File: src/rtl/traffic_pkg.sv
// Shared types for the traffic-light controller and its phase monitor.
// Phase encodings, per-road lamp decode values and the ERR bit positions.
package traffic_pkg;

    typedef enum logic [2:0] {
        UNSYNC  = 3'd0,
        NS_GO   = 3'd1,
        NS_WARN = 3'd2,
        RED_A   = 3'd3,
        EW_GO   = 3'd4,
        EW_WARN = 3'd5,
        RED_B   = 3'd6
    } phase_t;

    typedef enum logic [1:0] {
        OFF_BAD = 2'd0,
        G       = 2'd1,
        Y       = 2'd2,
        R       = 2'd3
    } lamp_t;

    localparam int unsigned ERR_ENC      = 0;
    localparam int unsigned ERR_CONFLICT = 1;
    localparam int unsigned ERR_SEQ      = 2;
    localparam int unsigned ERR_TIMING   = 3;
    localparam int unsigned ERR_W        = 4;

    // Successor of each state on the legal ring; UNSYNC has no successor.
    function automatic phase_t next_legal(input phase_t p);
        case (p)
            NS_GO:   return NS_WARN;
            NS_WARN: return RED_A;
            RED_A:   return EW_GO;
            EW_GO:   return EW_WARN;
            EW_WARN: return RED_B;
            RED_B:   return NS_GO;
            default: return UNSYNC;
        endcase
    endfunction

endpackage

File: src/rtl/tl_lamp_decode.sv
// Decodes one road's three lamp lines into a single lamp value.
// Only a one-hot pattern is valid; everything else reports OFF_BAD.
module tl_lamp_decode
    import traffic_pkg::*;
(
    input  logic       g,
    input  logic       y,
    input  logic       r,
    output logic [1:0] lamp,
    output logic       valid
);

    always_comb begin
        lamp  = OFF_BAD;
        valid = 1'b0;
        case ({g, y, r})
            3'b100: begin lamp = G; valid = 1'b1; end
            3'b010: begin lamp = Y; valid = 1'b1; end
            3'b001: begin lamp = R; valid = 1'b1; end
            default: begin lamp = OFF_BAD; valid = 1'b0; end
        endcase
    end

endmodule

File: src/rtl/tl_phase_monitor.sv
// Passive traffic-light phase checker: registers the six lamps, decodes them,
// tracks the legal phase ring and flags encoding/conflict/sequence/timing faults.
module tl_phase_monitor
    import traffic_pkg::*;
#(
    parameter int unsigned CNT_W   = 8,
    parameter int unsigned GRN_MIN = 4,
    parameter int unsigned YEL_MIN = 2,
    parameter int unsigned RED_MIN = 1
)(
    input  logic             CK,
    input  logic             RST,
    input  logic             NS_G,
    input  logic             NS_Y,
    input  logic             NS_R,
    input  logic             EW_G,
    input  logic             EW_Y,
    input  logic             EW_R,
    output logic [2:0]       PHASE,
    output logic [CNT_W-1:0] DWELL,
    output logic             PHASE_CHG,
    output logic [3:0]       ERR,
    output logic [3:0]       ERR_STK
);

    logic [2:0] ns_q;
    logic [2:0] ew_q;
    logic       in_vld;

    // in_vld keeps the cleared input register from being decoded as an ENC fault.
    always_ff @(posedge CK or posedge RST) begin
        if (RST) begin
            ns_q   <= '0;
            ew_q   <= '0;
            in_vld <= 1'b0;
        end else begin
            ns_q   <= {NS_G, NS_Y, NS_R};
            ew_q   <= {EW_G, EW_Y, EW_R};
            in_vld <= 1'b1;
        end
    end

    logic [1:0] ns_lamp;
    logic [1:0] ew_lamp;
    logic       ns_ok;
    logic       ew_ok;

    tl_lamp_decode u_ns_dec (
        .g     (ns_q[2]),
        .y     (ns_q[1]),
        .r     (ns_q[0]),
        .lamp  (ns_lamp),
        .valid (ns_ok)
    );

    tl_lamp_decode u_ew_dec (
        .g     (ew_q[2]),
        .y     (ew_q[1]),
        .r     (ew_q[0]),
        .lamp  (ew_lamp),
        .valid (ew_ok)
    );

    phase_t           state;
    logic [CNT_W-1:0] dwell;
    logic             chg;
    logic [ERR_W-1:0] err;
    logic [ERR_W-1:0] err_stk;

    function automatic logic [CNT_W-1:0] min_dwell(input phase_t p);
        case (p)
            NS_GO, EW_GO:     return CNT_W'(GRN_MIN);
            NS_WARN, EW_WARN: return CNT_W'(YEL_MIN);
            default:          return CNT_W'(RED_MIN);
        endcase
    endfunction

    logic   enc;
    logic   conflict;
    logic   obs_red;
    phase_t obs;
    phase_t tgt;

    always_comb begin
        enc      = in_vld && !(ns_ok && ew_ok);
        conflict = in_vld && ns_ok && ew_ok && (ns_lamp != R) && (ew_lamp != R);
        obs_red  = 1'b0;
        obs      = UNSYNC;
        if (ns_lamp == R && ew_lamp == R) begin
            obs_red = 1'b1;
        end else if (ew_lamp == R) begin
            obs = (ns_lamp == G) ? NS_GO : NS_WARN;
        end else if (ns_lamp == R) begin
            obs = (ew_lamp == G) ? EW_GO : EW_WARN;
        end
        // All-red is ambiguous on the lamps; the side it follows picks RED_A or RED_B.
        tgt = obs;
        if (obs_red) begin
            tgt = (state == NS_GO || state == NS_WARN || state == RED_A) ? RED_A : RED_B;
        end
    end

    phase_t           state_nxt;
    logic [CNT_W-1:0] dwell_nxt;
    logic             chg_nxt;
    logic [ERR_W-1:0] err_nxt;

    always_comb begin
        state_nxt = state;
        dwell_nxt = dwell;
        chg_nxt   = 1'b0;
        err_nxt   = '0;
        if (!in_vld) begin
            state_nxt = state;
        end else if (enc) begin
            err_nxt[ERR_ENC] = 1'b1;
        end else if (conflict) begin
            err_nxt[ERR_CONFLICT] = 1'b1;
        end else if (state == UNSYNC) begin
            state_nxt = tgt;
            dwell_nxt = CNT_W'(1);
        end else if (tgt == state) begin
            if (dwell != '1) begin
                dwell_nxt = dwell + CNT_W'(1);
            end
        end else begin
            state_nxt = tgt;
            dwell_nxt = CNT_W'(1);
            chg_nxt   = 1'b1;
            if (tgt == next_legal(state)) begin
                err_nxt[ERR_TIMING] = (dwell < min_dwell(state));
            end else begin
                err_nxt[ERR_SEQ] = 1'b1;
            end
        end
    end

    always_ff @(posedge CK or posedge RST) begin
        if (RST) begin
            state   <= UNSYNC;
            dwell   <= '0;
            chg     <= 1'b0;
            err     <= '0;
            err_stk <= '0;
        end else begin
            state   <= state_nxt;
            dwell   <= dwell_nxt;
            chg     <= chg_nxt;
            err     <= err_nxt;
            err_stk <= err_stk | err_nxt;
        end
    end

    assign PHASE     = state;
    assign DWELL     = dwell;
    assign PHASE_CHG = chg;
    assign ERR       = err;
    assign ERR_STK   = err_stk;

endmodule

File: config.mk
export PLATFORM = sky130hd
export DESIGN_NAME = tl_phase_monitor
export DESIGN_NICKNAME = d
export VERILOG_FILES = /design/src/rtl/traffic_pkg.sv /design/src/rtl/tl_lamp_decode.sv /design/src/rtl/tl_phase_monitor.sv
export SDC_FILE = /design/constraint.sdc
export NUM_CORES = 1
export LEC_CHECK = 0
export ABC_AREA = 1
export BUFFER_PORTS_ARGS = -buffer_cell sky130_fd_sc_hd__buf_4
export CAP_MARGIN = 30
export CORE_ASPECT_RATIO = 1.75
export CORE_MARGIN = 4
export CORE_UTILIZATION = 54
export CTS_CLUSTER_DIAMETER = 30
export DETAILED_ROUTE_END_ITERATION = 10
export PLACE_DENSITY = 0.78
export SYNTH_ARGS = -nofsm -noshare
export SYNTH_HDL_FRONTEND = slang
export SYNTH_SLANG_ARGS = --single-unit
File: constraint.sdc
create_clock -name CK -period 2 [get_ports CK]
set_clock_uncertainty 0.1 [all_clocks]
set_input_delay 0.4 -clock CK [delete_from_list [all_inputs] [get_ports CK]]
set_output_delay 0.4 -clock CK [all_outputs]
set_load 0.05 [all_outputs]
* Word level (Yosys, flattened, before mapping)
Cells that the tools add are included.
W data, S select, Z words.
** Storage, ports and cells
- Output and inout bits :: 20
- Register bits after elaboration :: 27
- Bits of input ports :: 8
- Logic and storage cells :: 97
** Operators by class
- Muxes and demuxes :: 44
- Equal/unequal tests :: 23
- Add/sub/neg operators :: 1
- Bitwise gates (word level) :: 3
- Order comparisons :: 1
- Reductions and logical operators :: 17
** Operators with widths (number)
- $mux W8 :: 9
- $mux W3 :: 13
- $pmux W3 S6 :: 1
- $eq A3 B3 Y1 const B :: 5
- $mux W1 :: 13
- $eq A3 B2 Y1 const B :: 4
- $pmux W2 S3 :: 2
- $eq A3 B1 Y1 const B :: 3
- $add A8 B1 Y8 const B :: 1
- $lt A8 B8 Y1 :: 1
- $mux W2 :: 4
- $ne A8 B8 Y1 const B :: 1
- $reduce_and A4 Y1 :: 2
- $logic_and A1 B1 Y1 :: 7
- $eq A3 B3 Y1 :: 2
- $ne A2 B2 Y1 const B :: 3
- $pmux W3 S2 :: 1
- $reduce_or A3 Y1 :: 2
- $eq A2 B1 Y1 const B :: 2
- $eq A2 B2 Y1 const B :: 2
- $mux W4 :: 1
- $or A4 B4 Y4 :: 1
- $reduce_or A2 Y1 :: 2
- $logic_not A3 Y1 :: 1
- 4 further kinds :: 6

* Depth between registers and ports, before layout
- Depth in word-level cells :: 29
- Gate-level depth with buffers :: 13
- Depth with buffers taken out :: 12

* Cells and area by module
A second synthesis with hierarchy kept.
** Second synthesis, totals
- Cells, all modules :: 207
- Area, all modules :: 1582.8 sq um
** By module, submodules not included
- tl_phase_monitor :: instances 1, cells an instance 185, sequential area each 675.6 sq um, area an instance 1477.7 sq um
- tl_lamp_decode :: instances 2, cells an instance 11, sequential area each 0.0 sq um, area an instance 52.6 sq um

* Worst setup path before layout
Ideal clock, no wire load.
- Path type :: reg2reg
- From :: reg dwell[1] (netlist: DWELL[1])
- To :: reg dwell[2] (netlist: DWELL[2])
- Buffers on the path :: 0
- Clock period less this slack :: 1955 ps
- Setup time :: 115 ps
- Data arrival time :: 1740 ps
- Stages on the path, launching flop included :: 10
- Required time :: 1785 ps
- Setup slack :: 45 ps
- Cell sequence :: dfrtp_1 ha_1 nand3_1 nor2_1 nand3_1 inv_1 nor2_4 a21o_1 nand2_1 nor2_2
** On the way
- Cells in the longest elaborated chain, start to end :: 4
- Elaborated cells between the ends (all ways) :: 7
- Classes of those cells :: add/sub: 1; eq/ne: 2; mux: 3; reduce/logical: 1
** Ends and longest elaborated chain
- from (decl) :: RTL line tl_phase_monitor.sv:65 : logic [CNT_W-1:0] dwell;
- from (signal assigned) :: RTL line tl_phase_monitor.sv:147 : dwell <= dwell_nxt;
- $add A8 B1 Y8 :: RTL line tl_phase_monitor.sv:124 : dwell_nxt = dwell + CNT_W'(1);
- $mux W8 :: RTL line tl_phase_monitor.sv:123 : if (dwell != '1) begin
- $mux W8 :: RTL line tl_phase_monitor.sv:122 : end else if (tgt == state) begin
- $mux W8 :: RTL line tl_phase_monitor.sv:119 : end else if (state == UNSYNC) begin
Several ways; a longest one is shown, not always the timed one. The select of a mux whose other input is x is not followed.
A chain may end at the register's enable or synchronous reset.

* Worst setup path in the final report
- From :: reg ns_q[1]
- To :: reg dwell[4] (netlist: DWELL[4])
** On the way
- Cells in the longest elaborated chain, start to end :: 10
- Elaborated cells between the ends (all ways) :: 30
- Classes of those cells :: eq/ne: 8; mux: 10; bitwise: 2; reduce/logical: 10
** Ends and longest elaborated chain
- from (decl) :: RTL line tl_phase_monitor.sv:26 : logic [2:0] ns_q;
- from (signal assigned) :: RTL line tl_phase_monitor.sv:37 : ns_q <= {NS_G, NS_Y, NS_R};
- $eq A3 B1 Y1, or another cell as far along :: RTL line tl_lamp_decode.sv:16 : case ({g, y, r})
- $pmux W2 S3 :: RTL line tl_lamp_decode.sv:16
- $eq A2 B2 Y1 or $eq A2 B1 Y1 (tied branches) :: RTL line tl_phase_monitor.sv:89, tl_phase_monitor.sv:93, tl_phase_monitor.sv:92
- $mux W3 or $mux W2 (tied branches) :: RTL line tl_phase_monitor.sv:93, tl_phase_monitor.sv:92
- $mux W3 :: RTL line tl_phase_monitor.sv:91 : end else if (ew_lamp == R) begin
- $mux W3 :: RTL line tl_phase_monitor.sv:89 : if (ns_lamp == R && ew_lamp == R) begin
- $mux W3 :: RTL line tl_phase_monitor.sv:98 : if (obs_red) begin
- $eq A3 B3 Y1 :: RTL line tl_phase_monitor.sv:122
- $ne A3 B2 Y1 (no line) or $mux W8 (tied branches)
- $reduce_and A4 Y1 (no line) or $mux W8 (tied branches)
Several ways; a longest one is shown, not always the timed one.

==> impl_metrics.ini <==
[finish]
n_antenna_cell = 0
seq_area_um2 = 677
fillCellCount = 248
multi_input_area_um2 = 696
nets = 236
fin_util = 0.659
syn_to_final_growth_pct = 18.6
final_layout_size_suffix_gt1_frac = 0.254

[floorplan]
initial_core_util = 0.556
core_um2 = 2690
num_io_pins = 28
die_area_um2 = 3710
dieHeight_um = 77.6
rows = 25
die_w_um = 47.8

[setup_path]
path_class = reg -> reg
cpPeakStageDelay_ns = 0.43
worstReg2RegStart = ns_q[1]
reg2reg_to = DWELL[4]
crit_family = simple AND/OR/NAND/NOR gates
cp_slowest_cell = dfrtp_1
worst_setup_path_end_kind = flop
path_buf_inv = 2
reg2regPathDepth = 9
path_max_fanout = 6
r2r_slack_ns = 0.15
critPathRequiredTime_ns = 2.12
start_kind = flop
crit_arrival_ns = 1.97
cp_cell_sequence = inv_1 > nand3_1 > nand3_1 > nand4_2 > inv_2 > nand2_1 > o21ai_0 > nand2_1 > nor2_2

[logic_synthesis]
syn_inst = 195
yosys-top-cells-count = nand2_1 (51), dfrtp_1 (27), nand3_1 (25), inv_1 (23), nor2_1 (18)
synth_top_area_cell = dfrtp_1
syn-num-nets = 206
synthFlopType = dfrtp_1
synth_most_common_cell = nand2_1
ys_warn_count = 0
yosysTopAreaCellShare = 0.452
syn_area_um2 = 1500
synth_seq_cells = 27
seq_area_frac_synth = 0.452
ys_top_cells_by_area = dfrtp_1 (45%), nand2_1 (13%), nand3_1 (8.4%)
synth.distinct_cells = 28
syn_area_per_cell_um2 = 7.67
synth_edf_count = 0
async_flop_share = 1.00

[routing]
route.met2.wl_um = 1880
final_antenna_net_count = 0
routed_wl_um = 3320
drt-wirelength-per-cell_um = 13.2
top_layer = met4
route.detailed.drc = 0
initialDrtViolationCount = 36
route.vias.total = 1353
vias_per_cell = 5.39
wl_met3_um = 134
dr.pass1.iters = 4
wl_met1_um = 1250

[status]
status = finished, final reports clean

[clocking]
cts_sinks = 27
path_clk_slew_ns = 0.10
cts_hold_buf = 0
numCtsBuffers = 3
clock_latency_ns = 0.28
htree_num_levels = 1
cts_setup_buffers = 0
cts_tree = done
cts_max_path_buffers = 2
cts-root-buf = clkbuf_8

[placement]
dpl.hpwl_um = 2660
io_buffers = 27
gp_congestion = 0.941

[grt]
antenna_found_initial = 0
gr-total-overflow = 0
grt_pass1_vias = 1306
grt_max_degree = 28
grt.total_usage = 0.190
grt_pass1_wl_um = 5310

[sta]
hold_viol = 0
drv_slew = 0
fin_crit_sh = 0.926
rsz0062_at_grt = false
finalSetupViolations = 0
tns_ns = 0
fmax_ghz = 0.540
period_needed_ns = 1.85

[pwr]
power.leakage_nw = 0.970
power.density_nw_per_um2 = 645
vdd_drop_max_mv = 0.465

[flow_run]
max_cap_viol_count = 0

[hold_path]
hold_path_class = in -> async
final cells by class:
type | instances | area share
Tap cell | 27 | 0.0191
Multi-Input combinational cell | 137 | 0.392
Clock inverter | 1 | 0.00423
Sequential cell | 27 | 0.382
Clock buffer | 3 | 0.0233
Timing Repair Buffer | 28 | 0.119
Inverter | 28 | 0.0607
registers in the layout, indices dropped and copies added, names as in the netlist:
signal / cells
PHASE_CHG: 1
in_vld: 1
PHASE: 3
ew_q: 3
ns_q: 3
DWELL: 8
ERR: 4
ERR_STK: 4
worst max-delay path by stage:
stage	from	endpoint	slack, ns	cells past startpoint
floorplan	DWELL[1]	DWELL[2]	0.05	9
global placement	PHASE[0]	ERR_STK[3]	0.10	12
global route	ns_q[2]	DWELL[4]	0.01	9
CTS	PHASE[0]	ERR_STK[3]	0.08	12
finish	ns_q[1]	DWELL[4]	0.15	9
detailed placement	PHASE[0]	ERR_STK[3]	0.09	12
kinds of logic after synthesis:
| group | Yosys count | synth area share |
|---|---|---|
| and+or+nand+nor | 119 | 0.377 |
| buffers and inverters | 31 | 0.0862 |
| DFF | 27 | 0.452 |
| AOI/OAI and AO/OA | 12 | 0.0452 |
| adders and majority gates | 3 | 0.0251 |
| xor gates and xnor gates | 2 | 0.0117 |
| other | 1 | 0.00251 |
routing by layer:
metal,track usage,vias to the layer above
li1,-,670
met5,0,-
met2,0.342,38
met4,0.0674,0
met3,0.0278,6
met1,0.207,639
worst register-to-register path: cells and delay by family (launching register included):
kind / cells / cell delay, ns
and+or+nand+nor: 6 / 0.84
buffers and inverters: 2 / 0.21
DFF: 1 / 0.43
AOI/OAI and AO/OA: 1 / 0.20
what timing repair did:
| action | CTS | global route |
|---|---|---|
| gates resized for setup | 0 | 3 |
| endpoints found under the hold margin | 0 | 0 |
| setup endpoints to repair | 0 | 4 |
where the power goes:
group	internal [mW]	switching, mW
logic	0.0762	0.151
clock network	0.142	0.179
registers	0.568	0.0268
total	0.786	0.357
cells in the final DEF (no fill, tap or decap):
master | Yosys | routed
inv_4 | 1 | 1
o21ai_0 | 5 | 5
or2_2 | 2 | 2
nand2_1 | 51 | 51
nand4_2 | 1 | 1
nor2_2 | 9 | 9
nand4_1 | 3 | 3
nand2_2 | 2 | 1
xor2_1 | 1 | 1
nand2_4 | 0 | 1
conb_1 | 1 | 1
xnor2_1 | 1 | 1
o21ai_1 | 4 | 4
inv_1 | 23 | 22
o21bai_1 | 1 | 1
clkbuf_8 | 0 | 3
nand3b_1 | 1 | 1
dfrtp_1 | 27 | 26
nor3_1 | 1 | 1
nor4_1 | 1 | 1
ha_1 | 3 | 3
nor2_1 | 18 | 18
clkinvlp_4 | 0 | 1
nand3_2 | 2 | 2
nand3_1 | 25 | 25
and2_1 | 1 | 1
nor2_4 | 2 | 2
dfrtp_2 | 0 | 1
buf_4 | 0 | 28
inv_2 | 4 | 5
a21o_1 | 2 | 2
stage by stage:
step	instance area (µm²)	setup slack (ns)	hold WS (ns)	power (mW)	cells
CTS	1770	0.0770	0.0795	1.15	251
finish	1770	0.149	0.0671	1.14	251
global placement	1720	0.105	0.351	0.829	247
global route	1770	0.0124	0.0842	1.19	251
floorplan	1500	0.0452	0.331	0.762	195
detailed placement	1720	0.0943	0.352	0.834	247
No activity file was read; power rests on OpenSTA's default activity.
